**src/rtl/siso_arb_pkg.sv**
```systemverilog
// Purpose : shared types and width helpers for the serial channel arbiter.
// Latency : n/a (package only).
// Backpressure: n/a.
// Contents: FSM state encoding, clog2, counter-width helpers.
package siso_arb_pkg;

  typedef enum logic [1:0] {
    ST_IDLE   = 2'd0,
    ST_SHIFT  = 2'd1,
    ST_PARITY = 2'd2,
    ST_GAP    = 2'd3
  } state_e;

  function automatic int clog2(input int n);
    int r;
    r = 0;
    for (int i = 0; i < 32; i++) begin
      if ((1 << r) < n) r = r + 1;
    end
    return r;
  endfunction

  // Width of a counter that runs 0..n-1; never narrower than one bit so that
  // degenerate configurations (n = 0 or 1) still elaborate.
  function automatic int cnt_w(input int n);
    return (n <= 2) ? 1 : clog2(n);
  endfunction

endpackage

```
**src/rtl/siso_shift_core.sv**
```systemverilog
// Purpose : N-bit parallel-load, left-shift register; MSB drives the serial line.
// Latency : word visible on msb the cycle after load.
// Backpressure: none; load/shift_en are sampled every cycle, load has priority.
// Ports   : clk, rst_n (async active-low), load, shift_en, word[N-1:0] in; msb out.
module siso_shift_core #(
  parameter int N = 4
) (
  input  logic         clk,
  input  logic         rst_n,
  input  logic         load,
  input  logic         shift_en,
  input  logic [N-1:0] word,
  output logic         msb
);

  logic [N-1:0] sr_q;
  logic [N-1:0] sr_d;

  always_comb begin
    sr_d = sr_q;
    if (load) begin
      sr_d = word;
    end else if (shift_en) begin
      // Zero fill: after N shifts the register is clear again.
      sr_d = {sr_q[N-2:0], 1'b0};
    end
  end

  always_ff @(posedge clk or negedge rst_n) begin
    if (!rst_n) begin
      sr_q <= '0;
    end else begin
      sr_q <= sr_d;
    end
  end

  assign msb = sr_q[N-1];

endmodule

```
**src/rtl/siso_channel_arbiter.sv**
```systemverilog
// Purpose : round-robin share of one serial channel among NREQ word requesters; MSB-first framed bursts.
// Latency : first frame bit one cycle after the valid/ready handshake; frame = N bits (+1 parity).
// Backpressure: req_ready only in IDLE, one-hot to the round-robin winner; held-off requesters keep valid.
// Ports   : clk, rst_n, req_valid[NREQ], req_data[NREQ*N] in;
//           req_ready[NREQ], serial_out, frame, busy, grant_id out.
// Option  : SISO_ARB_PARITY_EN adds an even-parity bit after the data bits.
module siso_channel_arbiter
  import siso_arb_pkg::*;
#(
  parameter int N          = 4,
  parameter int NREQ       = 2,
  parameter int GAP_CYCLES = 1
) (
  input  logic                   clk,
  input  logic                   rst_n,
  input  logic [NREQ-1:0]        req_valid,
  input  logic [NREQ*N-1:0]      req_data,
  output logic [NREQ-1:0]        req_ready,
  output logic                   serial_out,
  output logic                   frame,
  output logic                   busy,
  output logic [clog2(NREQ)-1:0] grant_id
);

  localparam int PTR_W    = clog2(NREQ);
  localparam int BIT_W    = clog2(N);
  localparam int GAP_W    = cnt_w(GAP_CYCLES);
  localparam int GAP_LAST = (GAP_CYCLES > 0) ? GAP_CYCLES - 1 : 0;

  state_e             state_q, state_d;
  logic [PTR_W-1:0]   ptr_q, ptr_d;
  logic [PTR_W-1:0]   grant_q, grant_d;
  logic [BIT_W-1:0]   bit_cnt_q, bit_cnt_d;
  logic [GAP_W-1:0]   gap_cnt_q, gap_cnt_d;

  logic [PTR_W-1:0]   winner;
  logic [PTR_W-1:0]   cand;
  logic               any_vld;
  logic [N-1:0]       sel_word;
  logic               hs;
  logic               load;
  logic               shift_en;
  logic               msb;

  // Round-robin search starting at ptr_q, wrapping at NREQ.
  always_comb begin
    winner  = '0;
    cand    = '0;
    any_vld = 1'b0;
    for (int off = 0; off < NREQ; off++) begin
      cand = PTR_W'((int'(ptr_q) + off) % NREQ);
      if (!any_vld && req_valid[cand]) begin
        any_vld = 1'b1;
        winner  = cand;
      end
    end
  end

  assign sel_word = req_data[int'(winner)*N +: N];

  // rst_n gating keeps ready low while reset is held, even though the
  // registered state already reads IDLE.
  assign req_ready = (rst_n && state_q == ST_IDLE && any_vld) ? (NREQ'(1) << winner) : '0;
  assign hs        = |req_ready;

  always_comb begin
    state_d   = state_q;
    ptr_d     = ptr_q;
    grant_d   = grant_q;
    bit_cnt_d = bit_cnt_q;
    gap_cnt_d = gap_cnt_q;
    load      = 1'b0;
    shift_en  = 1'b0;
    case (state_q)
      ST_IDLE: begin
        if (hs) begin
          load      = 1'b1;
          grant_d   = winner;
          ptr_d     = (winner == PTR_W'(NREQ - 1)) ? '0 : winner + 1'b1;
          bit_cnt_d = '0;
          state_d   = ST_SHIFT;
        end
      end
      ST_SHIFT: begin
        shift_en = 1'b1;
        if (bit_cnt_q == BIT_W'(N - 1)) begin
          bit_cnt_d = '0;
`ifdef SISO_ARB_PARITY_EN
          state_d   = ST_PARITY;
`else
          state_d   = (GAP_CYCLES > 0) ? ST_GAP : ST_IDLE;
`endif
        end else begin
          bit_cnt_d = bit_cnt_q + 1'b1;
        end
      end
      ST_PARITY: begin
        state_d = (GAP_CYCLES > 0) ? ST_GAP : ST_IDLE;
      end
      ST_GAP: begin
        if (gap_cnt_q == GAP_W'(GAP_LAST)) begin
          gap_cnt_d = '0;
          state_d   = ST_IDLE;
        end else begin
          gap_cnt_d = gap_cnt_q + 1'b1;
        end
      end
      default: state_d = ST_IDLE;
    endcase
  end

  always_ff @(posedge clk or negedge rst_n) begin
    if (!rst_n) begin
      state_q   <= ST_IDLE;
      ptr_q     <= '0;
      grant_q   <= '0;
      bit_cnt_q <= '0;
      gap_cnt_q <= '0;
    end else begin
      state_q   <= state_d;
      ptr_q     <= ptr_d;
      grant_q   <= grant_d;
      bit_cnt_q <= bit_cnt_d;
      gap_cnt_q <= gap_cnt_d;
    end
  end

  siso_shift_core #(.N(N)) u_shift (
    .clk      (clk),
    .rst_n    (rst_n),
    .load     (load),
    .shift_en (shift_en),
    .word     (sel_word),
    .msb      (msb)
  );

`ifdef SISO_ARB_PARITY_EN
  logic par_q;
  always_ff @(posedge clk or negedge rst_n) begin
    if (!rst_n) begin
      par_q <= 1'b0;
    end else if (hs) begin
      par_q <= ^sel_word;
    end
  end
  assign serial_out = (state_q == ST_SHIFT) ? msb : ((state_q == ST_PARITY) ? par_q : 1'b0);
`else
  assign serial_out = (state_q == ST_SHIFT) ? msb : 1'b0;
`endif

  assign frame    = (state_q == ST_SHIFT) || (state_q == ST_PARITY);
  assign busy     = (state_q != ST_IDLE);
  assign grant_id = grant_q;

endmodule
```
**config.mk**
```make
export PLATFORM = sky130hd
export DESIGN_NAME = siso_channel_arbiter
export DESIGN_NICKNAME = d
export VERILOG_FILES = /design/src/rtl/siso_arb_pkg.sv /design/src/rtl/siso_shift_core.sv /design/src/rtl/siso_channel_arbiter.sv
export SDC_FILE = /design/constraint.sdc
export NUM_CORES = 1
export LEC_CHECK = 0
export ABC_AREA = 1
export CAP_MARGIN = 20
export CORE_UTILIZATION = 40
export CTS_CLUSTER_DIAMETER = 40
export DETAILED_ROUTE_END_ITERATION = 7
export PLACE_DENSITY = 0.77
export REMOVE_ABC_BUFFERS = 1
export SLEW_MARGIN = 10
export SYNTH_ARGS = -nofsm -noshare
export SYNTH_HDL_FRONTEND = slang
export SYNTH_SLANG_ARGS = --single-unit
export TNS_END_PERCENT = 20
```
**constraint.sdc**
```tcl
create_clock -name clk -period 1.85 [get_ports clk]
set_input_delay 0.37 -clock clk [delete_from_list [all_inputs] [get_ports clk]]
set_output_delay 0.37 -clock clk [all_outputs]
set_load 0.02 [all_outputs]
```
==> qor.csv <==
stage,metric,value,unit
global_routing,initial antenna violation count,0,
clock_network,worst-skew pair later-pin latency,270,ps
die,Starting Density,44.1,%
timing,crit share post-route,96.6,%
die,Die Area,1650,um^2
clock_network,Root Driver,clkbuf_4,
timing,worst-margin pin slew,295,ps
timing,Max transition margin,80.2,%
synthesis,Synth top area share,42.0,%
critical_path,CP Cell Sequence,clkdlybuf4s50_1 > nand2_1 > nand2_1 > nor2_1 > buf_2,
global_routing,largest net degree at the start of global routing,11,
synthesis,mean area per synthesized cell,7.73,um^2
synthesis,list of most frequent post-synthesis cells,"nand2_1, inv_1, dfrtp_1",
power,Seq pwr share,27.3,%
die,Die Y,40.6,um
global_routing,Total GRT Usage,21.6,%
critical_path,flop-to-flop setup slack,300,ps
synthesis,synth top area cells,"dfrtp_1, nand2_1, ha_1",
clock_network,CTS tree,done,
critical_path,critical path peak fanout,3,
power,maximum vdd drop,0.00100,V
global_routing,total grt overflow,0,
synthesis,Netlist cell types,16,
final_layout,final cell count without fillers,126,
synthesis,mapped cell area,596,um^2
power,P_int,0.000839,W
drt,WL/cell,11.0,um
synthesis,synth warn,0,
critical_path,CP arrival,1420,ps
power,Switching Share,41.6,%
timing,unrepaired setup endpoints after global routing,no,
power,P_leak,0.474,nW
synthesis,Cells after Synth,77,
timing,Final Max Slew Viols,0,
synthesis,Post-synth EDFFs,0,
power,Cell Pwr Density,1560,nW/um^2
critical_path,Critical Path End Type,primary output,
synthesis,register area share after synthesis,42.0,%
drt,drt total wl,1390,um
synthesis,"Top FF cell, synth",dfrtp_1,
synthesis,most common cell in the netlist,nand2_1,
timing,final setup fails,0,
critical_path,Crit path largest cell delay,440,ps
clock_network,CTS Buf Count,3,
clock_network,CTS HTree Levels,1,
final_layout,Syn-to-layout area delta,55.3,%
timing,Setup Skew,3.68,ps
die,I/O Pins,18,
global_routing,vias in the first global route,580,
flow_run,number of max-cap violations,0,
final_layout,Diodes inserted,0,
placement,placer congestion estimate,0.820,
placement,hpwl dp,1120,um
power,Clock Power Share,13.6,%
timing,WHS,462,ps
synthesis,"FF+latch count, synth",10,
die,die width,40.6,um
final_layout,final-layout fill cell count,120,
min_path,Worst Hold Class,input pin to asynchronous set/reset pin,
clock_network,clock buffer depth,2,
drt,DRC violations left,0,
drt,initial DRC count,6,
die,row count,13,
power,Logic pwr share,59.1,%
synthesis,Yosys top cell by area,dfrtp_1,
clock_network,"Setup Fix Bufs, Post-CTS",0,
power,Sw Pwr,0.000599,W
drt,vias per inst,4.64,
clock_network,CTS Sinks,10,
placement,IO buf count,17,
final_layout,layout net count,128,
critical_path,reg-to-reg endpoint,u_shift.sr_q[3],
critical_path,reg2reg path depth,9,
drt,drt pass-1 iters,4,
timing,fin crit period,1790,ps
critical_path,reg2reg start,state_q[1],
critical_path,critical path data required time,1480,ps
drt,Antenna Nets Post-Route,0,
drt,via count,585,
global_routing,first-pass GRT wire length,2300,um
outcome,status,"finished, final reports clean",
final_layout,share of post-route cells with drive strength above 1,23.4,%
synthesis,Async SR Flop Fraction,100,%
critical_path,startpoint types,input pin,
critical_path,most frequent cell on the critical path,nand2_1,
placement,placed cells,122,
critical_path,Setup CP Type,input pin to primary output,
die,Core Footprint,1350,um^2
timing,achievable frequency,0.559,GHz
critical_path,"Slowest-stage cell, CP",clkdlybuf4s50_1,
timing,final hold violation count,0,
clock_network,"Reg clk slew, reported paths",70,ps
## metrics by stage
step	setup slack, ps	setup TNS, ps	utilization (%)	power (W)	instance area (um^2)
finish	62.0	0	68.5	0.00144	925
global route	3.01	0	68.5	0.00158	925
CTS	11.5	0	67.2	0.00143	907
detailed placement	-375	-701	65.3	0.00126	882
global placement	-345	-668	65.3	0.00122	882
floorplan	328	0	-	0.000897	596
## worst max-delay path: cells and delay by family
kind / cells / cell delay [ps]
buf+inv: 2 / 630
simple gates: 3 / 420
## registers in the layout, summed over array words and instances (netlist names)
signal,count
grant_id,1
u_shift.sr_q,4
bit_cnt_q,2
ptr_q,1
state_q,2
## power groups by stage
stage | clock [W] | sequential (W) | combinational (W)
global placement | 0 | 0.000386 | 0.000833
floorplan | 0 | 0.000396 | 0.000502
finish | 0.000196 | 0.000393 | 0.000849
global route | 0.000215 | 0.000407 | 0.000954
detailed placement | 0 | 0.000391 | 0.000869
CTS | 0.000202 | 0.000391 | 0.000838
## worst max-delay path by stage
stage	from	to	slack, ps	cells after the start
2_1_floorplan	state_q[0]	req_ready[0]	330	6
3_3_place_gp	rst_n	req_ready[0]	-350	6
3_5_place_dp	rst_n	req_ready[0]	-380	6
4_1_cts	state_q[1]	req_ready[0]	10	7
5_1_grt	req_valid[0]	req_ready[1]	3	5
6_report	req_valid[0]	req_ready[1]	60	5
## logic make-up after synthesis
| group | synth area share (%) |
|---|---|
| AO/OA/AOI/OAI | 11.8 |
| adder cells (fa/ha/maj) | 8.40 |
| buffers and inverters | 8.82 |
| flip-flops | 42.0 |
| AND/OR/NAND/NOR | 29.0 |
## layer usage
metal / vias up / track usage, % / routed length (um)
met5: - / 0 / 0
met4: 0 / 2.50 / 0
met3: 0 / 10.0 / 50
met2: 8 / 36.5 / 718
met1: 260 / 25.6 / 617
li1: 317 / - / -
## repair_timing
action	in CTS	in global routing
hold buffers	0	0
pin swaps	0	0
resized for setup	12	6
setup endpoints to repair	5	2
## cell type report
class	instances	area [um^2]	area share, %
tap	15	18.8	2.03
multi-input combinational	53	305	33.0
timing repair buffer	30	262	28.3
clock buffer	4	36.3	3.92
sequential	10	250	27.1
inverter	14	52.6	5.68
## cells in the final DEF, fill, tap and decap left out, types with 2 or more instances in the layout
| master | Yosys | layout |
|---|---|---|
| or2_0 | 3 | 3 |
| clkbuf_4 | 0 | 3 |
| o21ai_0 | 6 | 6 |
| inv_2 | 1 | 2 |
| o21ai_1 | 2 | 2 |
| dfrtp_1 | 10 | 10 |
| nand4_1 | 3 | 3 |
| inv_1 | 13 | 12 |
| nand3_1 | 9 | 9 |
| clkdlybuf4s50_1 | 0 | 12 |
| ha_1 | 4 | 3 |
| dlygate4sd2_1 | 0 | 2 |
| nand2_1 | 16 | 15 |
| nor2_1 | 5 | 5 |
| buf_4 | 0 | 13 |
Power figures use the tool's default switching activity.
